==> src/rtl/bpfcpu_sequencer.sv <==
// Per-packet run controller for a pipelined BPF CPU core: releases the core on a
// packet, waits for accept/reject or watchdog expiry, then holds the verdict.
module bpfcpu_sequencer #(
   parameter int PLEN_WIDTH    = 10,
   parameter int TIMEOUT_WIDTH = 16,
   parameter int COUNT_WIDTH   = 16
) (
   input  logic                     clk,
   input  logic                     rst,
   input  logic                     pkt_valid,
   input  logic [PLEN_WIDTH-1:0]    pkt_len,
   output logic                     pkt_ready,
   output logic                     cpu_rst,
   output logic                     cpu_mem_ready,
   output logic [PLEN_WIDTH-1:0]    cpu_packet_len,
   input  logic                     cpu_acc,
   input  logic                     cpu_rej,
   input  logic [TIMEOUT_WIDTH-1:0] timeout_cycles,
   output logic                     verdict_valid,
   output logic                     verdict_accept,
   output logic                     verdict_timeout,
   input  logic                     verdict_ready,
   output logic                     busy,
   output logic [COUNT_WIDTH-1:0]   acc_count,
   output logic [COUNT_WIDTH-1:0]   rej_count,
   output logic [COUNT_WIDTH-1:0]   to_count
);

   typedef enum logic [1:0] {S_IDLE, S_RUN, S_VERDICT} state_t;

   state_t                   state, state_next;
   logic [TIMEOUT_WIDTH-1:0] timer, limit;
   logic                     pkt_fire;
   logic                     end_run, end_accept, end_timeout;

   assign pkt_fire = pkt_valid && pkt_ready;

   // Core reset must assert in the very cycle rst rises, so this path stays combinational.
   assign cpu_rst = rst | (state != S_RUN);

   always_comb begin
      state_next  = state;
      end_run     = 1'b0;
      end_accept  = 1'b0;
      end_timeout = 1'b0;
      case (state)
         S_IDLE: begin
            if (pkt_fire) state_next = S_RUN;
         end
         S_RUN: begin
            // Core verdicts outrank the watchdog; accept outranks reject.
            if (cpu_acc) begin
               end_run    = 1'b1;
               end_accept = 1'b1;
            end else if (cpu_rej) begin
               end_run = 1'b1;
            end else if ((limit != '0) && (timer == limit - TIMEOUT_WIDTH'(1))) begin
               end_run     = 1'b1;
               end_timeout = 1'b1;
            end
            if (end_run) state_next = S_VERDICT;
         end
         S_VERDICT: begin
            if (verdict_ready) state_next = S_IDLE;
         end
         default: state_next = S_IDLE;
      endcase
   end

   always_ff @(posedge clk) begin
      if (rst) begin
         state           <= S_IDLE;
         timer           <= '0;
         limit           <= '0;
         cpu_packet_len  <= '0;
         acc_count       <= '0;
         rej_count       <= '0;
         to_count        <= '0;
         pkt_ready       <= 1'b1;
         busy            <= 1'b0;
         cpu_mem_ready   <= 1'b0;
         verdict_valid   <= 1'b0;
         verdict_accept  <= 1'b0;
         verdict_timeout <= 1'b0;
      end else begin
         state         <= state_next;
         pkt_ready     <= (state_next == S_IDLE);
         busy          <= (state_next != S_IDLE);
         cpu_mem_ready <= (state_next == S_RUN);
         verdict_valid <= (state_next == S_VERDICT);

         if (state == S_IDLE && pkt_fire) begin
            cpu_packet_len <= pkt_len;
            limit          <= timeout_cycles;
            timer          <= '0;
         end else if (state == S_RUN) begin
            timer <= timer + TIMEOUT_WIDTH'(1);
         end

         if (end_run) begin
            verdict_accept  <= end_accept;
            verdict_timeout <= end_timeout;
            // Exactly one counter moves per verdict, saturating at all-ones.
            if (end_accept) begin
               if (acc_count != '1) acc_count <= acc_count + COUNT_WIDTH'(1);
            end else if (end_timeout) begin
               if (to_count != '1) to_count <= to_count + COUNT_WIDTH'(1);
            end else begin
               if (rej_count != '1) rej_count <= rej_count + COUNT_WIDTH'(1);
            end
         end else if (state_next != S_VERDICT) begin
            verdict_accept  <= 1'b0;
            verdict_timeout <= 1'b0;
         end
      end
   end

endmodule

==> config.mk <==
export PLATFORM = sky130hd
export DESIGN_NAME = bpfcpu_sequencer
export DESIGN_NICKNAME = d
export VERILOG_FILES = /design/src/rtl/bpfcpu_sequencer.sv
export SDC_FILE = /design/constraint.sdc
export NUM_CORES = 1
export LEC_CHECK = 0
export BUFFER_PORTS_ARGS = -buffer_cell sky130_fd_sc_hd__buf_2
export CORE_MARGIN = 8
export CORE_UTILIZATION = 45
export DETAILED_ROUTE_END_ITERATION = 10
export PLACE_DENSITY = 0.68
export SETUP_SLACK_MARGIN = 0.02
export SLEW_MARGIN = 20
export SYNTH_ARGS = -nofsm -noshare
export SYNTH_HDL_FRONTEND = slang
export SYNTH_SLANG_ARGS = --single-unit
export TNS_END_PERCENT = 10
==> constraint.sdc <==
create_clock -name clk -period 3.7 [get_ports clk]
set_input_delay 0.74 -clock clk [delete_from_list [all_inputs] [get_ports clk]]
set_output_delay 0.74 -clock clk [all_outputs]
set_load 0.02 [all_outputs]
### Word-level counts from Yosys, hierarchy flattened

Cells that the tools add are included.

* input bits: 32
* output and inout port bits: 65
* flip-flop bits (word level): 98

* multiplexer cells: 17
* add/subtract/negate cells: 5
* equality and inequality tests: 10
* bitwise gates (word level): 3
* reductions and logical operators: 12

Operators with widths (count)
* adder 16 x 1 -> 16 bit, second input constant: 4
* inequality test 16 bit, second input constant: 3
* == test 16 bit: 1
* nonzero test 16 bit: 1
* subtractor 16 x 1 -> 16 bit, second input constant: 1
* two-way mux 1 bit: 13
* AND reduction 4 bit: 2
* two-way mux 2 bit: 3
* case mux 2 bit (3 select lines): 1
* == test 2 x 1 -> 1 bit, second input constant: 2
* == test 2 bit, second input constant: 2
* zero test 2 bit: 2
* nonzero test 2 bit: 2
* logical AND 1 bit: 3
* AND reduction 3 bit: 1
* inequality test 2 x 1 -> 1 bit, second input constant: 1
* inequality test 2 bit, second input constant: 1
* inverter 1 bit: 2
* OR reduction 2 bit: 1
* OR 1 bit: 1

### Logic depth before layout (Yosys ltp)

* depth after elaboration: 12
* depth in mapped cells: 11

### Worst setup path before layout

No wires, ideal clock.

* path type: register to register
* start point: register limit[2]
* end point: register to_count[12]
* library setup time: 0.123 ns
* setup slack: 0.808 ns
* clock period less this slack: 2.892 ns
* arrival: 2.769 ns
* cell stages (with the launch flop): 10
* cells stage by stage: dfxtp_1 or3_1 buf_2 or4_4 a2111oi_2 o2111a_2 nand4_4 clkbuf_1 nor3_1 mux2_1

* word-level cells in the longest chain between the ends: 9

RTL lines
* start: declaration: line 32 `logic [TIMEOUT_WIDTH-1:0] timer, limit;`
* start signal: assignment: line 94 `limit <= timeout_cycles;`
* subtractor 16 x 1 -> 16 bit: line 57 `end else if ((limit != '0) && (timer == limit - TIMEOUT_WIDTH'(1))) begin`
* == test 16 bit: line 57
* logical AND 1 bit *: line 57
* two-way mux 1 bit *: line 57
* two-way mux 1 bit: line 55 `end else if (cpu_rej) begin`
* two-way mux 1 bit: line 52 `if (cpu_acc) begin`
* two-way mux 1 bit (2 in series): line 46 `case (state)`
* AND reduction 4 bit (no source line) *
* end signal: assignment: line 107 `if (to_count != '1) to_count <= to_count + COUNT_WIDTH'(1);`
* end: declaration: line 26 `output logic [COUNT_WIDTH-1:0] to_count`

Mark *: on every way between the ends. The rest lies on a longest branch, timed or not. The select of a mux whose other input is x is not followed.
A chain may end at the register's enable or synchronous reset.

### Final worst setup path

* start point: register limit[2]
* end point: register to_count[13]

Same word-level chain as after synthesis.

==> run metrics <==
status complete, no violations; diode count 0; Starting Density 46.0%; wire length per cell 14.7 um; Routed Antenna Nets 0; final worst slack 0.445 ns; DP Wirelength 8.45 mm; register area share after synthesis 41.7%; deepest clock path buffer count 2; CP max stage cell or4_1; number of global-route vias before repair 4190; EDFF count, synth 0; Fillers 978; Crit path largest cell delay 0.60 ns; Critical Path AT 3.55 ns; Die X 118 um; fin nets 690; pre-CTS WS 0.446 ns; Mapped Cells 575; clock slew at reported path FFs 0.09 ns; DRT iter0 DRCs 219; Post-synth top flop dfxtp_1; CTS root buffer clkbuf_8; Psw 0.000570 W; Max H-tree Level 3; # resized after CTS 0; fin crit period 3.25 ns; Slew headroom 27.9%; gpl congestion 0.844; FMAX 307 MHz; measured slew at the worst slew-check pin 1.08 ns; initial antenna violation count 0; # DRC 0; Synth cell types 50; PortBufs 96; Sequential Power Share 53.8%; min-delay worst type register to register; synthesized area 0.00471 sq mm; RSZ-0062 raised after global routing false; vias post-DR 4274; final instance area 0.00544 sq mm; Seq cells post-synth 98; Net Sw Frac 27.5%; share of layout cells above drive strength 1 18.5%; TritonRoute pass-1 iters 5; max_cap viols 0; Worst setup EP type register; CTS Hold Bufs 0; P&R area growth vs syn 15.6%; critical path class register to register; Post-synth ARST share 0%; most frequent cells in the layout dfxtp_1, buf_2, nand2_1; delay-heaviest family, CP simple AND/OR/NAND/NOR gates; hold violation count in the final report 0; Post-Syn Nets 612; skew final 0.00484 ns; Setup Fix Bufs, Post-CTS 0; core area 0.0102 sq mm; Worst IR Drop VDD 0.201 mV; Pwr Total 0.00207 W; syn_area_per_cell 8.19 sq um; most common cell after layout, fill and taps aside dfxtp_1; Worst Hold Launch cpu_packet_len[7]; Die Area 0.0140 sq mm; period utilization 88.0%; global route overflow 0; ranking of synthesized cells by area dfxtp_1, nand2_1, a21oi_1, xor2_1, xnor2_1; crit-path cells or3_1 -> or4_4 -> a2111oi_2 -> o2111a_2 -> nand4_4 -> or4_1 -> a21oi_1; final setup TNS 0 ns; Yosys top cell area share 41.7%; FF/Latch Area 0.00196 sq mm; WHS Path Cells 2; CTS tree yes; row count 37; worst path buffer plus inverter count 0; WP depth 7; Post-Route WL 11.6 mm; worst reg2reg startpoint limit[2]; Critical Path Fanout Max 32; Clk pwr share 32.5%; first-pass GRT wire length 19.7 mm; Yosys Warn Count 0; Tot GR Track Use 16.5%; largest net degree at the start of global routing 66; Comb pwr share 13.7%; Startpoint Class register; internal power 0.00150 W; leakage power 2.17 nW; Chip Height 118 um; CTS buffer count 9; Critical path origin limit[2]; Final Max Slew Viols 0; Clk Latency, worst-skew pair 0.36 ns; area of the multi-input gates 0.00258 sq mm; Synth area leader dfxtp_1; R2R depth 7; Sink Count 98; # setup viols final 0; Post-DP Area 0.00526 sq mm; power density cells 381 mW/mm^2; placed cells 778; I/O Pins 97; Final Non-Filler Cells 794; DR vias/cell 5.38; worst endpoint required time 3.99 ns
-- cell families (layout without fill, tap and decap cells) --
group / after synthesis / count (layout) / share of synthesized area [%]
AO/OA/AOI/OAI: 94 / 94 / 12.2
XOR/XNOR: 54 / 54 / 10.0
adder cells (fa/ha/maj): 5 / 5 / 1.33
buffers and inverters: 42 / 125 / 3.53
flip-flops: 98 / 98 / 41.7
multiplexers: 9 / 9 / 1.99
AND/OR/NAND/NOR: 273 / 273 / 29.2
-- synth_stat cells, types with 12 or more instances --
master    instances
nand4_1          13
o31ai_1          12
clkbuf_1         27
and3_1           16
nor2_1           59
nand3_1          19
nand2_1          87
or3_1            15
dfxtp_1          98
a21oi_1          51
nor3_1           12
xnor2_1          26
xor2_1           28
or4_1            12
-- state kept, by name, indices dropped and copies added (netlist names) --
name,count
state,2
cpu_packet_len,10
cpu_mem_ready,1
rej_count,16
pkt_ready,1
limit,16
verdict_timeout,1
verdict_valid,1
acc_count,16
verdict_accept,1
to_count,16
timer,16
busy,1
-- power groups by stage --
stage	sequential (W)	combinational (W)	clock (W)
6_report	0.00112	0.000283	0.000674
4_1_cts	0.00112	0.000285	0.000697
5_1_grt	0.00112	0.000316	0.000734
3_3_place_gp	0.00114	0.000277	0
2_1_floorplan	0.00115	0.000195	0
3_5_place_dp	0.00114	0.000284	0
-- path summary, 6_finish.rpt --
| check | end | slack, ns |
|---|---|---|
| worst min register to register | cpu_packet_len[7] | 0.46 |
| worst max register to register | to_count[13] | 0.45 |
| worst max-delay path | to_count[13] | 0.45 |
| worst min-delay path | cpu_packet_len[7] | 0.46 |
-- final cells by class --
cell class / instances / share of cell area [%]
clock buffer: 11 / 2.41
timing repair buffer: 100 / 9.38
inverter: 9 / 0.621
multi-input combinational: 435 / 47.4
sequential: 98 / 36.0
clock inverter: 5 / 1.01
tap: 136 / 3.13
-- tightest hold or removal path, stage by stage, from the launching register on --
cell and delay [ns]:
dfxtp_1 0.32, nand2_1 0.05, a21oi_1 0.05
-- routing by layer --
layer / vias up / track usage, % / share of wire [%]
met5: - / 0 / 0
met4: 0 / 9.05 / 1.9
met3: 22 / 4.90 / 6.5
met2: 89 / 26.4 / 47
met1: 2006 / 19.7 / 44
li1: 2157 / - / -
-- stage by stage --
stage | utilization (%) | hold slack, ns
detailed placement | 51.4 | 0.445
global route | 53.2 | 0.474
global placement | 51.4 | 0.439
finish | 53.2 | 0.455
floorplan | - | 0.462
CTS | 53.2 | 0.458
(Power assumes the default switching activity.)
